**src/rtl/axis_maxpool2x2_if.sv**
```systemverilog
// axis_maxpool2x2_if: AXI-Stream beat bundle (data/valid/ready/last) with master and slave views
interface axis_maxpool2x2_if #(
   parameter int WIDTH = 32
);
   logic [WIDTH-1:0] data;
   logic             valid;
   logic             ready;
   logic             last;
   modport master(output data, valid, last, input ready);
   modport slave(input data, valid, last, output ready);
endinterface

```
**src/rtl/axis_maxpool2x2.sv**
```systemverilog
// axis_maxpool2x2: streaming 2x2 stride-2 max pooling on AXI-Stream, one pooled word per window
module axis_maxpool2x2 #(
   parameter int WIDTH  = 32,
   parameter int IMG_W  = 8,
   parameter int IMG_H  = 8,
   parameter bit SIGNED = 1
) (
   input  logic              i_clk,
   input  logic              i_rst_n,
   axis_maxpool2x2_if.slave  s_axis,
   axis_maxpool2x2_if.master m_axis,
   output logic              o_done
);
   localparam int CW = $clog2(IMG_W);
   localparam int RW = $clog2(IMG_H);
   localparam int NL = IMG_W / 2;
   localparam int LW = NL > 1 ? $clog2(NL) : 1;
   logic [CW-1:0]    r_col;
   logic [RW-1:0]    r_row;
   logic [WIDTH-1:0] r_h;
   logic [WIDTH-1:0] r_data;
   logic [WIDTH-1:0] r_lb [NL];
   logic             r_valid;
   logic             r_last;
   logic             r_done;
   logic             w_ready;
   logic             w_acc;
   logic             w_col_end;
   logic             w_row_end;
   logic             w_emit;
   logic             w_fill;
   logic [LW-1:0]    w_idx;
   logic [WIDTH-1:0] w_pm;
   logic [WIDTH-1:0] w_lbv;
   logic [WIDTH-1:0] w_win;
   function automatic logic gt(input logic [WIDTH-1:0] a, input logic [WIDTH-1:0] b);
      return SIGNED ? $signed(a) > $signed(b) : a > b;
   endfunction
   always_comb begin
      w_ready   = !r_valid || m_axis.ready;
      w_acc     = s_axis.valid && w_ready;
      w_col_end = r_col == CW'(IMG_W - 1);
      w_row_end = r_row == RW'(IMG_H - 1);
      w_emit    = w_acc && r_col[0] && r_row[0];
      w_fill    = w_acc && r_col[0] && !r_row[0];
      w_idx     = LW'(r_col >> 1);
      w_pm      = gt(r_h, s_axis.data) ? r_h : s_axis.data;
      w_lbv     = r_lb[w_idx];
      w_win     = gt(w_lbv, w_pm) ? w_lbv : w_pm;
   end
   // Line buffer holds even-row pair maxima; every entry is rewritten before its odd-row read
   always_ff @(posedge i_clk) begin
      if (w_fill) r_lb[w_idx] <= w_pm;
   end
   always_ff @(posedge i_clk or negedge i_rst_n) begin
      if (!i_rst_n) begin
         r_col   <= '0;
         r_row   <= '0;
         r_h     <= '0;
         r_data  <= '0;
         r_valid <= 1'b0;
         r_last  <= 1'b0;
         r_done  <= 1'b0;
      end else begin
         if (w_acc) begin
            if (!r_col[0]) r_h <= s_axis.data;
            r_col <= w_col_end ? '0 : r_col + 1'b1;
            if (w_col_end) r_row <= w_row_end ? '0 : r_row + 1'b1;
         end
         if (w_emit) begin
            r_data  <= w_win;
            r_valid <= 1'b1;
            r_last  <= w_row_end && w_col_end;
         end else if (m_axis.ready) begin
            r_valid <= 1'b0;
         end
         r_done <= r_valid && m_axis.ready && r_last;
      end
   end
   assign s_axis.ready = w_ready;
   assign m_axis.data  = r_data;
   assign m_axis.valid = r_valid;
   assign m_axis.last  = r_last;
   assign o_done       = r_done;
endmodule

```
**src/flat_wrapper.sv**
```systemverilog
// flat-port wrapper written by rule: the top's interface ports become plain ports
module axis_maxpool2x2_flat 
#(
   parameter int WIDTH  = 32,
   parameter int IMG_W  = 8,
   parameter int IMG_H  = 8,
   parameter bit SIGNED = 1
)
  (i_clk, i_rst_n, o_done, s_axis_data, s_axis_valid, s_axis_last, s_axis_ready, m_axis_data, m_axis_valid, m_axis_last, m_axis_ready);
  axis_maxpool2x2_if #(.WIDTH(WIDTH)) s_axis_i ();
  axis_maxpool2x2_if #(.WIDTH(WIDTH)) m_axis_i ();
  input  logic i_clk;
  input  logic i_rst_n;
  output logic o_done;
  input wire logic [$bits(s_axis_i.data)-1:0] s_axis_data;
  input wire logic [$bits(s_axis_i.valid)-1:0] s_axis_valid;
  input wire logic [$bits(s_axis_i.last)-1:0] s_axis_last;
  output wire logic [$bits(s_axis_i.ready)-1:0] s_axis_ready;
  output wire logic [$bits(m_axis_i.data)-1:0] m_axis_data;
  output wire logic [$bits(m_axis_i.valid)-1:0] m_axis_valid;
  output wire logic [$bits(m_axis_i.last)-1:0] m_axis_last;
  input wire logic [$bits(m_axis_i.ready)-1:0] m_axis_ready;
  assign s_axis_i.data = s_axis_data;
  assign s_axis_i.valid = s_axis_valid;
  assign s_axis_i.last = s_axis_last;
  assign s_axis_ready = s_axis_i.ready;
  assign m_axis_data = m_axis_i.data;
  assign m_axis_valid = m_axis_i.valid;
  assign m_axis_last = m_axis_i.last;
  assign m_axis_i.ready = m_axis_ready;
  axis_maxpool2x2 #(.WIDTH(WIDTH), .IMG_W(IMG_W), .IMG_H(IMG_H), .SIGNED(SIGNED)) u_core (.i_clk(i_clk), .i_rst_n(i_rst_n), .s_axis(s_axis_i), .m_axis(m_axis_i), .o_done(o_done));
endmodule
```
**config.mk**
```make
export PLATFORM = sky130hd
export DESIGN_NAME = axis_maxpool2x2_flat
export DESIGN_NICKNAME = d
export VERILOG_FILES = /design/src/rtl/axis_maxpool2x2_if.sv /design/src/rtl/axis_maxpool2x2.sv /design/src/flat_wrapper.sv
export SDC_FILE = /design/constraint.sdc
export NUM_CORES = 1
export LEC_CHECK = 0
export CAP_MARGIN = 30
export CORE_UTILIZATION = 45
export CTS_CLUSTER_DIAMETER = 40
export DETAILED_ROUTE_END_ITERATION = 6
export PLACE_DENSITY_LB_ADDON = 0.05
export SYNTH_ARGS = -nofsm -noshare
export SYNTH_HDL_FRONTEND = slang
export SYNTH_SLANG_ARGS = --single-unit
```
**constraint.sdc**
```tcl
create_clock -name i_clk -period 12.4 [get_ports i_clk]
set_input_delay 3.72 -clock i_clk [delete_from_list [all_inputs] [get_ports i_clk]]
set_output_delay 3.72 -clock i_clk [all_outputs]
set_load 0.02 [all_outputs]
```
==> results of run 1 <==
## cell type report
| type | instances | area [um^2] |
|---|---|---|
| repair buffers | 88 | 868 |
| fillers | 1954 | 10100 |
| well taps | 313 | 392 |
| multi-input cells | 513 | 4510 |
| flip-flops and latches | 201 | 5670 |
| inverters | 69 | 259 |
| clock inverters | 22 | 208 |
| clock buffers | 42 | 955 |
## metrics by stage
| step | utilization, % | setup slack (ps) |
|---|---|---|
| global placement | 50.7 | 1910 |
| detailed placement | 50.9 | 1980 |
| floorplan | - | 4080 |
| CTS | 56.0 | 2480 |
| global route | 56.0 | 2160 |
| finish | 56.0 | 2450 |
## where the power goes
group,switching (mW),leakage (nW),internal (mW)
registers,0.101,2.04,0.988
logic,1.23,2.40,0.796
clock network,0.331,0.566,0.614
total,1.67,5.01,2.40
## worst max-delay path: stages
cell	delay (ps)
clkdlybuf4s50_1	450
inv_1	80
ha_1	330
nand4_1	200
nor3_1	630
inv_1	90
o221ai_1	400
a211o_4	710
buf_4	580
and3_4	300
nor2_2	50
ha_1	300
nand4_1	160
nor4_1	600
a211o_1	290
mux2i_4	680
buf_4	380
a21oi_1	160
a21oi_2	170
## layer usage
metal / routed length [um] / vias to the layer above
li1: - / 3212
met5: 0 / -
met4: 451 / 0
met2: 12400 / 132
met3: 879 / 42
met1: 11100 / 3335
## cells in the final DEF, fill, tap and decap left out, drive strengths merged, types with 4 or more instances in the layout
cell type / n
clkinvlp: 4
dfrtp: 73
ha: 68
nand4: 11
clkdlybuf4s50: 70
clkinv: 13
o21ai: 74
and3: 33
a21o: 7
clkbuf: 42
edfxtp: 128
nand2: 61
nor2: 64
inv: 71
and2: 4
mux4: 32
buf: 18
and4: 4
nand3: 7
a21oi: 113
## logic make-up after synthesis
| logic type | after synthesis | synth area share (%) |
|---|---|---|
| buffers and inverters | 112 | 4.98 |
| AND/OR/NAND/NOR | 197 | 10.6 |
| AO/OA/AOI/OAI | 212 | 16.2 |
| multiplexers | 36 | 7.16 |
| flip-flops | 201 | 53.1 |
| adder cells (fa/ha/maj) | 68 | 7.97 |
## path summary, 6_finish.rpt
kind / startpoint / endpoint / cells after the start
max reg2reg: u_core.r_h[14] / u_core.m_axis.data[24] / 17
max in group asynchronous: i_rst_n / u_core.r_h[19] / 2
min in group asynchronous: i_rst_n / u_core.m_axis.data[4] / 1
min: u_core.m_axis.last / u_core.m_axis.last / 2
max: s_axis_data[14] / u_core.m_axis.data[24] / 19
min reg2reg: u_core.m_axis.last / u_core.m_axis.last / 2
## sequential cells by signal (all words and copies together), names as in the netlist
register / cells
u_core.m_axis.valid: 1
u_core.r_h: 32
u_core.r_lb: 128
u_core.r_col: 3
u_core.o_done: 1
u_core.m_axis.data: 32
u_core.r_row: 3
u_core.m_axis.last: 1
==> impl_metrics.csv, run 1 <==
group,metric,value,unit
run_status,outcome,"complete, no violations",
clocking,cts_buffers,37,
floorplanning,start_util,46.5,%
critical_path,crit_arrival,10370,ps
sta,finalMaxSlewViolations,0,
yosys,synth_cells,826,
clocking,cts_max_level,2,
final_layout,drive_gt1_share,31.4,%
final_layout,design_area,12900,um^2
yosys,async_flop_share,36.3,%
critical_path,reg2reg_slack,5830,ps
global_routing,grt_start_max_net_pins,65,
worst_hold_path,min_path_type,"register to register",
sta,hold_slack,502,ps
yosys,synth_edf_count,128,
critical_path,crit_type,"primary input to register",
pwr,power_density,316,nW/um^2
clocking,cts_setup_buffers,0,
yosys,ys_seq_elements,201,
placed_design,place_congestion,0.757,
yosys,synthDistinctLibCells,49,
clocking,clk_pin_slew_worst_paths,50,ps
final_layout,final_cells,1248,
flow_run,drv_cap,0,
yosys,ys_warn_count,0,
yosys,synth_area_leaders,"edfxtp_1 (36%), dfrtp_1 (17%), ha_1 (8.0%), mux4_2 (6.8%), a21oi_4 (4.6%)",
sta,fin_setup_tns,0,ps
placed_design,placed_cells,1184,
placed_design,port_buffers,71,
yosys,syn_area_per_cell,12.9,um^2
pwr,irDropWorstVdd,0.172,mV
global_routing,gr-usage-met2,37.5,%
sta,period_minus_slack,9950,ps
global_routing,grt_pass1_wl,39500,um
floorplanning,core-area,23000,um^2
sta,fmax,0.100,GHz
floorplanning,io_pins,73,
clocking,cts-resized-gates,0,
critical_path,crit_required,12820,ps
sta,post-route-period-util,80.2,%
detailed_routing,vias,6721,
critical_path,critPathMaxFanout,38,
detailed_routing,wl,24900,um
floorplanning,die_h,156,um
yosys,synth-main-ff-cell,"edfxtp_1",
global_routing,grt_util_met1,27.5,%
sta,max_slew_margin,42.8,%
clocking,hold_buffers,0,
final_layout,final_nets,1015,
detailed_routing,ant_nets,0,
clocking,cts_root_buf,"clkbuf_16",
global_routing,groute.usage.overall,21.4,%
pwr,power,4.06,mW
global_routing,busiest_layer,"met2",
sta,rsz0062_at_grt,"false",
floorplanning,die_w,156,um
detailed_routing,viasPerCell,5.39,
floorplanning,num_rows,55,
clocking,clockBufferDepth,3,
pwr,p_leak,5.01,nW
yosys,syn_area,10700,um^2
final_layout,n_antenna_cell,0,
global_routing,grtUsageMet3,3.47,%
final_layout,area_growth,20.5,%
yosys,synth.top_cells.by_count,"edfxtp_1 (128), dfrtp_1 (73), ha_1 (68), nand2_1 (61), a21oi_1 (53)",
global_routing,antenna_found_initial,0,
yosys,synth.most_common_cell,"edfxtp_1",
yosys,syn-num-nets,931,
critical_path,startpoint_type,"primary input",
clocking,cts.sink_count,201,
clocking,clk_latency,500,ps
clocking,tritoncts,"yes",
placed_design,place_area,11700,um^2
detailed_routing,drtPass1Iterations,4,
yosys,yosysTopAreaCellShare,36.0,%
floorplanning,die_area,24300,um^2
placed_design,dp_hpwl,16300,um
sta,finalHoldViolations,0,
yosys,synth-seq-area-share,53.1,%
critical_path,critPathCaptureType,"register",
sta,finalClockSkew,19.9,ps
detailed_routing,drtIter0Drc,272,
detailed_routing,drc,0,
sta,setup_viol,0,
global_routing,overflow,0,
yosys,yosys.area.top_type,"edfxtp_1",
global_routing,first_global_vias,7234,
detailed_routing,drt-wirelength-per-cell,19.9,um
sta,worst_pin_slew,858,ps
Power figures use the tool's default switching activity.
==> run 2, diff against run 1 <==
- clock period: 12.4 -> 9.7 ns (I/O delays scaled with it)
==> run 2 against run 1 <==
Sequential power is 28% higher. Flip-flop and latch count stayed put. Clock skew hardly changed. Die area stayed put. Worst setup slack worse by 1100 ps. Critical path type unchanged. Largest power group unchanged. Highest routed layer unchanged.
==> impl_metrics.csv, run 2 (same netlist as run 1, synthesis figures left out) <==
group,metric,value,unit
detailed_routing,vias,6723,
final_layout,final_cells,1254,
critical_path,worst-path-buf-inv,5,
critical_path,critPathSlowestCell,"nor4_1",
detailed_routing,drt-wirelength-per-cell,19.5,um
detailed_routing,drtPass1Iterations,4,
floorplanning,die_w,156,um
sta,finalHoldViolations,0,
floorplanning,start_util,46.5,%
critical_path,crit_path_max_incr_delay,660,ps
critical_path,critPathMaxFanout,19,
sta,hold_slack,497,ps
detailed_routing,drc,0,
sta,period_minus_slack,8360,ps
global_routing,overflow,0,
placed_design,dp_hpwl,16000,um
critical_path,cp_top_family,"simple AND/OR/NAND/NOR gates",
final_layout,final_nets,1017,
detailed_routing,wl,24400,um
floorplanning,die_h,156,um
final_layout,n_antenna_cell,0,
floorplanning,io_pins,73,
pwr,power_density,413,nW/um^2
critical_path,crit_type,"primary input to register",
clocking,cts_buffers,37,
placed_design,placed_cells,1186,
clocking,tritoncts,"yes",
sta,setup_slack,1340,ps
clocking,cts-resized-gates,0,
placed_design,place_ws,787,ps
pwr,irDropWorstVdd,0.236,mV
sta,setup_viol,0,
final_layout,final_cell_mix,"edfxtp_1 (128), dfrtp_1 (72), clkdlybuf4s50_1 (70), ha_1 (68), nand2_1 (61)",
clocking,cts_setup_buffers,0,
critical_path,critPathCaptureType,"register",
clocking,cts.sink_count,201,
global_routing,first_global_vias,7120,
global_routing,antenna_found_initial,0,
final_layout,final_util,56.8,%
critical_path,startpoint_type,"primary input",
final_layout,final_common_cell,"edfxtp_1",
run_status,outcome,"complete, no violations",
floorplanning,die_area,24300,um^2
global_routing,grt_start_max_net_pins,65,
sta,max_slew_margin,49.4,%
clocking,clockBufferDepth,3,
placed_design,port_buffers,71,
placed_design,place_congestion,0.782,
sta,finalMaxSlewViolations,0,
sta,worst_pin_slew,759,ps
detailed_routing,viasPerCell,5.36,
final_layout,drive_gt1_share,32.4,%
critical_path,crit_arrival,8790,ps
pwr,p_leak,5.08,nW
clocking,clk_latency,520,ps
final_layout,fillers,1934,
sta,rsz0062_at_grt,"false",
floorplanning,core-area,23000,um^2
clocking,cts_max_level,2,
clocking,clk_pin_slew_worst_paths,50,ps
global_routing,groute.usage.overall,21.2,%
final_layout,design_area,13000,um^2
pwr,power,5.38,mW
final_layout,largest_register_ffs,128,
flow_run,drv_cap,0,
sta,finalClockSkew,20.1,ps
placed_design,place_area,11700,um^2
clocking,cts_root_buf,"clkbuf_16",
detailed_routing,ant_nets,0,
detailed_routing,drtIter0Drc,356,
final_layout,regMostFlops,"u_core.r_lb",
critical_path,crit_chain,"clkdlybuf4s50_1 > inv_1 > ha_1 > nand4_1 > nor4_1 > and4_1 > a32oi_4 > buf_4 > a21oi_2 > a21o_1 > inv_1 > ha_1 > and4_1 > nand4_1 > nor4_1 > nand2_1 > o21ai_1 > mux2_2 > buf_4 > o21ai_2 > a21oi_2",
sta,fmax,0.120,GHz
floorplanning,num_rows,55,
clocking,hold_buffers,0,
critical_path,crit_required,10130,ps
sta,fin_setup_tns,0,ps
worst_hold_path,min_path_type,"register to register",
final_layout,area_growth,22.2,%
global_routing,grt_pass1_wl,39200,um
sta,post-route-period-util,86.2,%
## run 2: area by class of cell
type / instances / area (um^2) / area share (%)
Clock buffer: 38 / 930 / 7.13
Tap cell: 313 / 392 / 3.00
Timing Repair Buffer: 90 / 876 / 6.71
Inverter: 69 / 259 / 1.99
Sequential cell: 201 / 5670 / 43.5
Clock inverter: 30 / 403 / 3.09
Multi-Input combinational cell: 513 / 4510 / 34.6
## run 2: path summary, 6_finish.rpt
kind	startpoint	endpoint	slack (ps)	cells past startpoint
max	s_axis_data[30]	u_core.m_axis.data[2]	1340	21
min	u_core.m_axis.last	u_core.m_axis.last	500	2
max reg2reg	u_core.r_h[17]	u_core.m_axis.data[2]	3930	20
min reg2reg	u_core.m_axis.last	u_core.m_axis.last	500	2
max in group asynchronous	i_rst_n	u_core.r_h[29]	6680	2
min in group asynchronous	i_rst_n	u_core.r_h[7]	2380	1
## run 2: tightest hold or removal path, delay by kind of cell (launching register included)
| family | cells | cell delay, ps |
|---|---|---|
| flip-flops | 1 | 360 |
| AND/OR/NAND/NOR | 2 | 110 |
## run 2: power by group
group	switching (mW)	internal [mW]
Sequential	0.138	1.26
Combinational	1.57	1.04
Clock	0.468	0.904
Total	2.18	3.21
## run 2: per-layer routing
| layer | track usage [%] | vias up | share of wire, % | wire length, um |
|---|---|---|---|---|
| met3 | 3.33 | 45 | 4.7 | 1150 |
| met4 | 6.30 | 0 | 2.0 | 495 |
| li1 | - | 3217 | - | - |
| met1 | 28.1 | 3311 | 45 | 11100 |
| met5 | 0 | - | 0 | 0 |
| met2 | 36.0 | 150 | 48 | 11700 |
